[src/rtl/cla_alu_pipe_if.sv]
// Operand/result handshake bus for cla_alu_pipe: valid/ready in, valid/ready out.
interface cla_alu_pipe_if #(
   parameter int WIDTH = 64
);
   logic             in_valid;
   logic             in_ready;
   logic [WIDTH-1:0] a;
   logic [WIDTH-1:0] b;
   logic [1:0]       op;
   logic             cin;
   logic             out_valid;
   logic             out_ready;
   logic [WIDTH-1:0] sum;
   logic [3:0]       flags;

   modport master (output in_valid, a, b, op, cin, out_ready,
                   input  in_ready, out_valid, sum, flags);
   modport slave  (input  in_valid, a, b, op, cin, out_ready,
                   output in_ready, out_valid, sum, flags);
endinterface

[src/rtl/cla_alu_pipe.sv]
// Two-stage pipelined carry-lookahead add/sub with NZCV flags and valid/ready flow control.
// Stage 1 registers bit and 4-bit group g/p; stage 2 resolves block and group lookahead.
module cla_alu_pipe #(
   parameter int WIDTH = 64
) (
   input  logic          clk,
   input  logic          reset,
   cla_alu_pipe_if.slave bus
);
   localparam int NG = WIDTH / 4;
   localparam int NB = WIDTH / 16;

   typedef enum logic [1:0] {
      OP_ADD = 2'b00,
      OP_SUB = 2'b01,
      OP_ADC = 2'b10,
      OP_SBC = 2'b11
   } op_e;

   // Carry into each of four positions, flat sum-of-products from ci.
   function automatic logic [3:0] carries4(input logic [3:0] g, input logic [3:0] p, input logic ci);
      logic [3:0] c;
      c[0] = ci;
      c[1] = g[0] | (p[0] & ci);
      c[2] = g[1] | (p[1] & g[0]) | (p[1] & p[0] & ci);
      c[3] = g[2] | (p[2] & g[1]) | (p[2] & p[1] & g[0]) | (p[2] & p[1] & p[0] & ci);
      return c;
   endfunction

   function automatic logic group_gen(input logic [3:0] g, input logic [3:0] p);
      return g[3] | (p[3] & g[2]) | (p[3] & p[2] & g[1]) | (p[3] & p[2] & p[1] & g[0]);
   endfunction

   logic             v1, v2, load1, load2;
   logic [WIDTH-1:0] b_cond, g_in, p_in, g_r, p_r;
   logic [NG-1:0]    gg_in, pg_in, gg_r, pg_r;
   logic             c0_in, c0_r;

   assign load2        = !v2 || bus.out_ready;
   assign load1        = !v1 || load2;
   // Reset empties both stages, so the input side reports ready throughout it.
   assign bus.in_ready = load1 || reset;

   assign b_cond = bus.op[0] ? ~bus.b : bus.b;

   always_comb begin
      g_in = bus.a & b_cond;
      p_in = bus.a ^ b_cond;
      // NOTE: the default arm assigns c0_in on every path, so no latch is inferred.
      case (op_e'(bus.op))
         OP_ADD:  c0_in = 1'b0;
         OP_SUB:  c0_in = 1'b1;
         default: c0_in = bus.cin;
      endcase
      for (int q = 0; q < NG; q++) begin
         gg_in[q] = group_gen(g_in[4*q +: 4], p_in[4*q +: 4]);
         pg_in[q] = &p_in[4*q +: 4];
      end
   end

   // NOTE: non-blocking assignments make every register sample pre-edge values.
   always_ff @(posedge clk) begin
      if (reset) begin
         v1 <= 1'b0;
      end else if (load1) begin
         v1 <= bus.in_valid;
      end
   end

   // NOTE: datapath registers have no reset; they are only observed behind v1/v2.
   always_ff @(posedge clk) begin
      if (load1 && bus.in_valid) begin
         g_r  <= g_in;
         p_r  <= p_in;
         gg_r <= gg_in;
         pg_r <= pg_in;
         c0_r <= c0_in;
      end
   end

   logic [NB-1:0]    bg, bp;
   logic [NB:0]      blk_c;
   logic [NG-1:0]    grp_c;
   logic [WIDTH-1:0] c, sum_n;
   logic [3:0]       flags_n;
   logic             term;

   always_comb begin
      term = 1'b0;
      for (int j = 0; j < NB; j++) begin
         bg[j] = group_gen(gg_r[4*j +: 4], pg_r[4*j +: 4]);
         bp[j] = &pg_r[4*j +: 4];
      end
      // Block carries as explicit products so no carry ripples block to block.
      for (int j = 0; j <= NB; j++) begin
         blk_c[j] = c0_r;
         for (int m = 0; m < j; m++) blk_c[j] = blk_c[j] & bp[m];
         for (int k = 0; k < j; k++) begin
            term = bg[k];
            for (int m = k + 1; m < j; m++) term = term & bp[m];
            blk_c[j] = blk_c[j] | term;
         end
      end
      for (int j = 0; j < NB; j++) begin
         grp_c[4*j +: 4] = carries4(gg_r[4*j +: 4], pg_r[4*j +: 4], blk_c[j]);
      end
      for (int q = 0; q < NG; q++) begin
         c[4*q +: 4] = carries4(g_r[4*q +: 4], p_r[4*q +: 4], grp_c[q]);
      end
      sum_n   = p_r ^ c;
      flags_n = {sum_n[WIDTH-1], ~|sum_n, blk_c[NB], blk_c[NB] ^ c[WIDTH-1]};
   end

   logic [WIDTH-1:0] sum_r;
   logic [3:0]       flags_r;

   always_ff @(posedge clk) begin
      if (reset) begin
         v2      <= 1'b0;
         sum_r   <= '0;
         flags_r <= 4'b0000;
      end else if (load2) begin
         v2 <= v1;
         if (v1) begin
            sum_r   <= sum_n;
            flags_r <= flags_n;
         end
      end
   end

   assign bus.out_valid = v2;
   assign bus.sum       = sum_r;
   assign bus.flags     = flags_r;
endmodule
[src/flat_wrapper.sv]
// flat-port wrapper written by rule: the top's interface ports become plain ports
module cla_alu_pipe_flat 
#(
   parameter int WIDTH = 64
)
  (clk, reset, bus_in_valid, bus_a, bus_b, bus_op, bus_cin, bus_out_ready, bus_in_ready, bus_out_valid, bus_sum, bus_flags);
  cla_alu_pipe_if #(.WIDTH(WIDTH)) bus_i ();
  input  logic clk;
  input  logic reset;
  input wire logic [$bits(bus_i.in_valid)-1:0] bus_in_valid;
  input wire logic [$bits(bus_i.a)-1:0] bus_a;
  input wire logic [$bits(bus_i.b)-1:0] bus_b;
  input wire logic [$bits(bus_i.op)-1:0] bus_op;
  input wire logic [$bits(bus_i.cin)-1:0] bus_cin;
  input wire logic [$bits(bus_i.out_ready)-1:0] bus_out_ready;
  output wire logic [$bits(bus_i.in_ready)-1:0] bus_in_ready;
  output wire logic [$bits(bus_i.out_valid)-1:0] bus_out_valid;
  output wire logic [$bits(bus_i.sum)-1:0] bus_sum;
  output wire logic [$bits(bus_i.flags)-1:0] bus_flags;
  assign bus_i.in_valid = bus_in_valid;
  assign bus_i.a = bus_a;
  assign bus_i.b = bus_b;
  assign bus_i.op = bus_op;
  assign bus_i.cin = bus_cin;
  assign bus_i.out_ready = bus_out_ready;
  assign bus_in_ready = bus_i.in_ready;
  assign bus_out_valid = bus_i.out_valid;
  assign bus_sum = bus_i.sum;
  assign bus_flags = bus_i.flags;
  cla_alu_pipe #(.WIDTH(WIDTH)) u_core (.clk(clk), .reset(reset), .bus(bus_i));
endmodule
[config.mk]
export PLATFORM = sky130hd
export DESIGN_NAME = cla_alu_pipe_flat
export DESIGN_NICKNAME = d
export VERILOG_FILES = /design/src/rtl/cla_alu_pipe_if.sv /design/src/rtl/cla_alu_pipe.sv /design/src/flat_wrapper.sv
export SDC_FILE = /design/constraint.sdc
export NUM_CORES = 1
export LEC_CHECK = 0
export ABC_AREA = 1
export BUFFER_PORTS_ARGS = -buffer_cell sky130_fd_sc_hd__buf_2
export CAP_MARGIN = 20
export CORE_ASPECT_RATIO = 0.7
export CORE_MARGIN = 2
export CORE_UTILIZATION = 60
export CTS_CLUSTER_DIAMETER = 50
export CTS_CLUSTER_SIZE = 24
export DETAILED_ROUTE_END_ITERATION = 10
export GPL_TIMING_DRIVEN = 0
export PLACE_DENSITY = 0.82
export SLEW_MARGIN = 10
export SYNTH_ARGS = -nofsm -noshare
export SYNTH_HDL_FRONTEND = slang
export SYNTH_SLANG_ARGS = --single-unit
[constraint.sdc]
create_clock -name clk -period 7.7 [get_ports clk]
set_clock_uncertainty 0.05 [all_clocks]
set_input_delay 1.54 -clock clk [delete_from_list [all_inputs] [get_ports clk]]
set_output_delay 1.54 -clock clk [all_outputs]
set_load 0.05 [all_outputs]
# Word level (Yosys, flattened, before mapping)

Cells that the tools add are included.

Register bits after elaboration: 230
Latch bits: 0
Memory bits (writable): 0
Bits in read-only memories: 0
Bits of input ports: 135
Output and inout port bits: 70
Logic and storage cells: 527
Memories: 0

Add/sub/neg operators: 0
Multipliers: 0
Divide/modulo/power cells: 0
Order comparisons: 0
Eq/ne operators: 1
Shift operators: 0
Mux-type cells: 2
Bitwise gates (word level): 485
Reductions and logical operators: 30

Operators by type and width:

| kind               | count |
|---|---|
| $and 1x1->1        | 290 |
| $or 1x1->1         | 190 |
| $xor 64x64->64     | 2 |
| $reduce_and 4->1   | 20 |
| $and 64x64->64     | 1 |
| $mux 64            | 1 |
| $not 64->64        | 1 |
| $reduce_or 64->1   | 1 |
| $logic_not 1->1    | 3 |
| $logic_or 1x1->1   | 3 |
| $eq 2x1->1 const B | 1 |
| $logic_not 2->1    | 1 |
| $pmux 1 s2         | 1 |
| $reduce_and 2->1   | 1 |
| $logic_and 1x1->1  | 1 |
| $xor 1x1->1        | 1 |

# Depth between registers and ports, before layout

Gate-level depths: netlist (run 1).

Depth in word-level cells: 16
Depth in mapped cells: 23

# Worst setup path before layout (run 1)

Ideal clock, no wire load.

Path type: input to register
Start: input port bus_out_ready
End: register u_core.c0_r (enable)
Arrival: 4623 ps
Data required time: 7152 ps
Setup slack: 2529 ps
Stages: 6
Buffers on the path: 0
Path through: inv_1 -> nand2_1 -> nor2_1 -> inv_1 -> nand2_1 -> inv_1

Longest elaborated chain between the ends: 3

RTL lines:

| what                 | line               | text |
|---|---|---|
| from (decl)          | flat_wrapper.sv:15 | `input wire logic [$bits(bus_i.out_ready)-1:0] bus_out_ready;` |
| $logic_or 1x1->1     | cla_alu_pipe.sv:39 | `assign load2 = !v2 \|\| bus.out_ready;` |
| $logic_or 1x1->1     | cla_alu_pipe.sv:40 | `assign load1 = !v1 \|\| load2;` |
| $logic_and 1x1->1    | cla_alu_pipe.sv:72 | `if (load1 && bus.in_valid) begin` |
| to (signal assigned) | cla_alu_pipe.sv:77 | `c0_r <= c0_in;` |
| to (decl)            | cla_alu_pipe.sv:37 | `logic c0_in, c0_r;` |

No other way between the ends.
A chain may end at the register's enable or synchronous reset.

# Final worst setup path (run 1)

Start: input port reset
End: output port bus_in_ready

Longest elaborated chain between the ends: 1

RTL lines:

| what             | line               | text |
|---|---|---|
| from (decl)      | flat_wrapper.sv:9  | `input logic reset;` |
| $logic_or 1x1->1 | cla_alu_pipe.sv:42 | `assign bus.in_ready = load1 \|\| reset;` |
| to (decl)        | flat_wrapper.sv:16 | `output wire logic [$bits(bus_i.in_ready)-1:0] bus_in_ready;` |

No other way between the ends.

==> results.yml, run 1 <==
cts:
  htreeDepth: 1
  cts-hold-fix-buffers: 0
  post_cts_buffers: 0
  cts-root-buf: "clkbuf_16"
  clkLatencyLatePin_ns: 0.47
  cts_tree: "yes"
  clkSinkCount: 214
  clkTransAtPathRegs_ns: 0.08
  cts_resized: 0
  cts_inserted_buffers: 15
  clock_path_buffers: 3
yosys:
  synth.ff_latch_count: 214
  yosys.area.top_type: "edfxtp_1"
  synth_nets: 1345
  synthDistinctLibCells: 33
  netlist.area_leader.share_pct: 40.18
  syn_area_per_cell_um2: 9.591
  synthCells: 1130
  synth_area_leaders: "edfxtp_1, dfxtp_1, ha_1"
  yosysSeqAreaShare_pct: 52.92
  synthesis.area_mm2: 0.01084
  ys_warn_count: 0
placement:
  place_ws_ns: 3.107
  dp_hpwl_um: 20690
  gp_congestion: 0.8593
  portBuffers: 202
power:
  power.switching_w: 0.0009088
  seq_power_share_pct: 49.9
  p_int_w: 0.001953
  clockPowerShare_pct: 26.5
  cellLeakagePower_nw: 5.995
  p_comb_share_pct: 23.6
  ir_drop_mv: 0.1215
  switching_share_pct: 31.76
  p_per_area_mw_per_mm2: 226.7
floorplan:
  core_area_mm2: 0.01785
  pin_count: 205
  die_w_um: 164.6
  die_h_um: 116.4
  initial_core_util_pct: 60.71
  dieArea_mm2: 0.01917
  rows: 41
timing:
  fin_crit_ns: 4.636
  fmaxAchievable_mhz: 215.7
  setup_slack_ns: 3.064
  max_slew_margin_pct: 32.95
  hold-worst-slack_ns: 0.4625
  maxSlewViolCount: 0
  grt_setup_unrepaired: "false"
  finalSetupViolations: 0
  finalHoldViolations: 0
  min_period_over_period_pct: 60.21
  max_slew.worst_pin.slew_ns: 1.006
  tns_ns: 0
layout:
  final_cell_mix: "buf_2, nand2_1, nor2_1"
  drive_above_1_share_pct: 18.78
  final_common_cell: "buf_2"
  diodes: 0
  fin_util_pct: 70.70
  fillCellCount: 1363
  final_nets: 1565
  area_delta_synth_final_pct: 16.46
grt:
  grt_start_max_net_pins: 93
  grt.met2_usage_pct: 46.11
  grt_pass1_vias: 7864
  grt_usage_pct: 27.53
  gr-max-usage-layer: "met2"
  grt_pass1_wl_um: 40440
  grtUsageMet1_pct: 38.69
  antenna_found_initial: 0
  gr-total-overflow: 0
  gr-usage-met3_pct: 4.190
worst_setup_path:
  cp.arrival_ns: 3.05
  path_max_fanout: 10
  crit_required_ns: 6.11
  path_class: "primary input to primary output"
  critPathLaunchType: "primary input"
  startpoint: "reset"
  endpoint_kind: "primary output"
  worst_r2r_startpoint: "u_core.pg_r[11]$_DFFE_PP_"
flow_run:
  max-cap-violations: 0
route:
  first_pass_iters: 5
  via_per_inst: 5.472
  ant_nets: 0
  wl_um: 26560
  drtIter0Drc: 932
  remaining_drc_errors: 0
  routedWlPerCell_um: 16.66
  vias: 8723
worst_hold_path:
  hp-start: "u_core.v1$_SDFFE_PP0P_"
  worstHoldPathType: "register to register"
run_status:
  status: "finished clean"
[worst max-delay path, cell delays in order]
cell and delay (ns):
clkbuf_1 0.46, inv_1 0.25, clkbuf_1 0.36, nand2_1 0.16
buf_2 0.27
[registers in the layout (all words and copies together), names as in the netlist]
name,count
u_core.g_r,48
u_core.gg_r,16
u_core.pg_r,16
u_core.v1,1
u_core.bus.sum,63
u_core.p_r,64
u_core.bus.out_valid,1
u_core.bus.flags,4
u_core.c0_r,1
[synth_stat cells (all sizes together)]
cell	number
a21o	1
a21oi	65
a221oi	5
buf	12
clkbuf	17
dfxtp	69
edfxtp	145
ha	80
inv	108
mux2	1
nand2	212
nand3	69
nand3b	9
nand4	23
nor2	157
nor3	3
o211a	1
o211ai	18
o21ai	50
o21bai	3
xnor2	5
xor2	77
[through the flow]
| step | std cells | cell area (um^2) | total power (W) |
|---|---|---|---|
| after global routing | 1594 | 12620 | 0.002993 |
| after CTS | 1594 | 12620 | 0.002862 |
| after global placement | 1568 | 12140 | 0.002098 |
| after floorplan | 1130 | 10840 | 0.001897 |
| final | 1594 | 12620 | 0.002861 |
| after detailed placement | 1569 | 12180 | 0.002116 |
[worst paths after layout]
kind / end / slack [ns] / cells after the start
setup / recovery: bus_in_ready / 3.06 / 5
hold / removal: u_core.bus.out_valid$_SDFFE_PP0P_ / 0.46 / 2
setup reg to reg: u_core.bus.flags[2]$_SDFFE_PP0P_ / 4.16 / 20
hold reg to reg: u_core.bus.out_valid$_SDFFE_PP0P_ / 0.46 / 2
[routing by layer]
layer	vias to the layer above	routed length, um	share of wire [%]
met5	-	0	0
met4	0	447	1.7
met3	39	2241	8.4
met2	403	12140	46
met1	4011	11730	44
li1	4270	-	-
[power groups by stage]
stage	combinational (W)	sequential (W)	clock, W
final	0.000676	0.00143	0.000759
after global placement	0.000644	0.00145	0
after global routing	0.000745	0.00144	0.000811
after CTS	0.000672	0.00143	0.000764
after floorplan	0.000363	0.00153	0
after detailed placement	0.000666	0.00145	0
[final cells by class]
class	count	area (um^2)	area share (%)
Inverter	108	410.4	3.251
Clock inverter	7	48.80	0.3866
Buffer	29	115.1	0.9120
Multi-Input combinational cell	779	4582	36.30
Sequential cell	214	5736	45.44
Timing Repair Buffer	203	1039	8.228
Clock buffer	18	396.6	3.142
Tap cell	236	295.3	2.339
[kinds of logic after synthesis]
| group | count (synthesis) | synth area share (%) |
|---|---|---|
| adders and majority gates | 80 | 9.236 |
| AOI/OAI and AO/OA | 143 | 7.469 |
| DFF | 214 | 52.92 |
| buffers and inverters | 137 | 4.803 |
| muxes | 1 | 0.1039 |
| and+or+nand+nor | 473 | 18.84 |
| xor gates and xnor gates | 82 | 6.627 |
Power figures use the tool's default switching activity.
==> inputs of run 2 (changes only) <==
Settings changed: CORE_UTILIZATION 60 to 51, PLACE_DENSITY 0.82 to 0.74.
Clock period 7.7 ns to 3.7 ns, I/O delays scaled along.
==> results.yml, run 2 (synthesis gave the netlist of run 1 again) <==
layout:
  final_common_cell: "buf_2"
  fin_cells: 1640
  drive_above_1_share_pct: 19.72
  final_nets: 1569
  area_delta_synth_final_pct: 18.58
  final_cell_mix: "buf_2, nand2_1, nor2_1"
  diodes: 0
  regMostFlops: "u_core.p_r"
  fillCellCount: 1792
  largest_reg_flops: 64
cts:
  cts-root-buf: "clkbuf_16"
  clkLatencyLatePin_ns: 0.49
  clock_path_buffers: 3
  cts_inserted_buffers: 17
  clkSinkCount: 214
  cts_tree: "yes"
  htreeDepth: 1
  cts-hold-fix-buffers: 0
  cts_resized: 0
  post_cts_buffers: 0
  clkTransAtPathRegs_ns: 0.09
timing:
  max_slew_margin_pct: 34.98
  fmaxAchievable_mhz: 296.4
  tns_ns: 0
  finalHoldViolations: 0
  max_slew.worst_pin.slew_ns: 0.9752
  maxSlewViolCount: 0
  min_period_over_period_pct: 91.20
  grt_setup_unrepaired: "false"
  fin_crit_ns: 3.374
  hold-worst-slack_ns: 0.4412
  finalSetupViolations: 0
worst_hold_path:
  min_delay_worst_endpoint: "u_core.bus.flags[2]$_SDFFE_PP0P_"
  worstHoldPathCells: 2
  worstHoldPathType: "register to register"
  hp-start: "u_core.bus.flags[2]$_SDFFE_PP0P_"
floorplan:
  pin_count: 205
  dieArea_mm2: 0.02245
  core_area_mm2: 0.02081
  initial_core_util_pct: 52.08
  die_w_um: 178.2
  rows: 44
  die_h_um: 126.0
grt:
  grt_start_max_net_pins: 42
  grt_pass1_wl_um: 41630
  antenna_found_initial: 0
  gr-total-overflow: 0
  grt_pass1_vias: 8074
  grt_usage_pct: 24.01
placement:
  portBuffers: 202
  dp.cells: 1611
  dp_hpwl_um: 21310
  gp_congestion: 0.8821
power:
  cellLeakagePower_nw: 6.068
  ir_drop_mv: 0.2797
  p_per_area_mw_per_mm2: 490.2
worst_setup_path:
  crit_chain: "a21oi_1, nand2_1, nor2_2, nand4_4, nand2_1, nand2_2, ha_1, nor2_1, nand2_1, nor2_1, nand2_1, nor2_1, nand3_1, nor2_1, nand4_1, nor3_2, nand4_1, nor2_1, nand3_1, a21oi_2"
  cp.arrival_ns: 3.75
  critPathLaunchType: "register"
  r2r_slack_ns: 0.33
  slowest_delay_ns: 0.42
  cpMostUsedCell: "nor2_1"
  r2r_cells: 20
  endpoint_kind: "register"
  path_max_fanout: 6
  path_class: "register to register"
  timing.rr.end: "u_core.bus.flags[2]$_SDFFE_PP0P_"
  critPathBufInv: 0
  cp_slowest_cell: "edfxtp_1"
  crit_required_ns: 4.08
  worst_r2r_startpoint: "u_core.pg_r[11]$_DFFE_PP_"
  cp_top_family: "simple AND/OR/NAND/NOR gates"
route:
  first_pass_iters: 6
  routedWlPerCell_um: 16.68
  drtIter0Drc: 684
  ant_nets: 0
  vias: 8626
  wl_um: 27350
  remaining_drc_errors: 0
  via_per_inst: 5.260
run_status:
  status: "finished clean"
flow_run:
  max-cap-violations: 0
## run 2: cell type report
| type | count | area, um^2 | share of cell area [%] |
|---|---|---|---|
| Buffer | 29 | 115.1 | 0.8957 |
| Sequential cell | 214 | 5736 | 44.63 |
| Inverter | 108 | 409.1 | 3.184 |
| Tap cell | 276 | 345.3 | 2.687 |
| Clock inverter | 12 | 152.6 | 1.188 |
| Clock buffer | 17 | 425.4 | 3.310 |
| Timing Repair Buffer | 205 | 1071 | 8.334 |
| Multi-Input combinational cell | 779 | 4597 | 35.77 |
## run 2: worst max path at each step
| stage | startpoint | to | slack, ns | cells past startpoint |
|---|---|---|---|---|
| floorplan | bus_out_ready | u_core.c0_r$_DFFE_PP_ | 0.004 | 6 |
| global placement | bus_out_ready | u_core.p_r[13]$_DFFE_PP_ | -1.05 | 7 |
| detailed placement | u_core.gg_r[10]$_DFFE_PP_ | u_core.bus.flags[2]$_SDFFE_PP0P_ | 0.18 | 20 |
| CTS | u_core.pg_r[11]$_DFFE_PP_ | u_core.bus.flags[2]$_SDFFE_PP0P_ | 0.14 | 20 |
| global route | u_core.pg_r[11]$_DFFE_PP_ | u_core.bus.flags[2]$_SDFFE_PP0P_ | 0.01 | 20 |
| finish | u_core.pg_r[11]$_DFFE_PP_ | u_core.bus.flags[2]$_SDFFE_PP0P_ | 0.33 | 20 |
## run 2: per-layer routing
metal,routed length [um],share of wire (%),vias to the layer above,GRT usage (%)
li1,-,-,4285,-
met1,12600,46,3966,34.86
met2,11880,43,337,37.30
met3,2296,8.4,38,4.921
met4,580,2.1,0,5.356
met5,0,0,-,0
## run 2: report_power, final
part,internal (W),switching [W]
combinational,0.000463,0.000958
sequential,0.00282,0.000140
clock,0.000972,0.000942
## run 2: metrics by stage
step                      instance area (um^2)  total power (W)  utilization, %  setup WS, ns
final                                    12850         0.006299           61.75        0.3257
after global routing                     12850         0.006578           61.75       0.01298
after CTS                                12840         0.006325           61.72        0.1351
after detailed placement                 12270         0.004419           58.94        0.1834
after global placement                   12210         0.004382           58.65        -1.049
after floorplan                          10850         0.003945               -      0.004361
## run 2: tightest hold or removal path: stages (launching register included)
cell	delay (ns)
dfxtp_1	0.32
nand2_1	0.08
a21oi_2	0.05
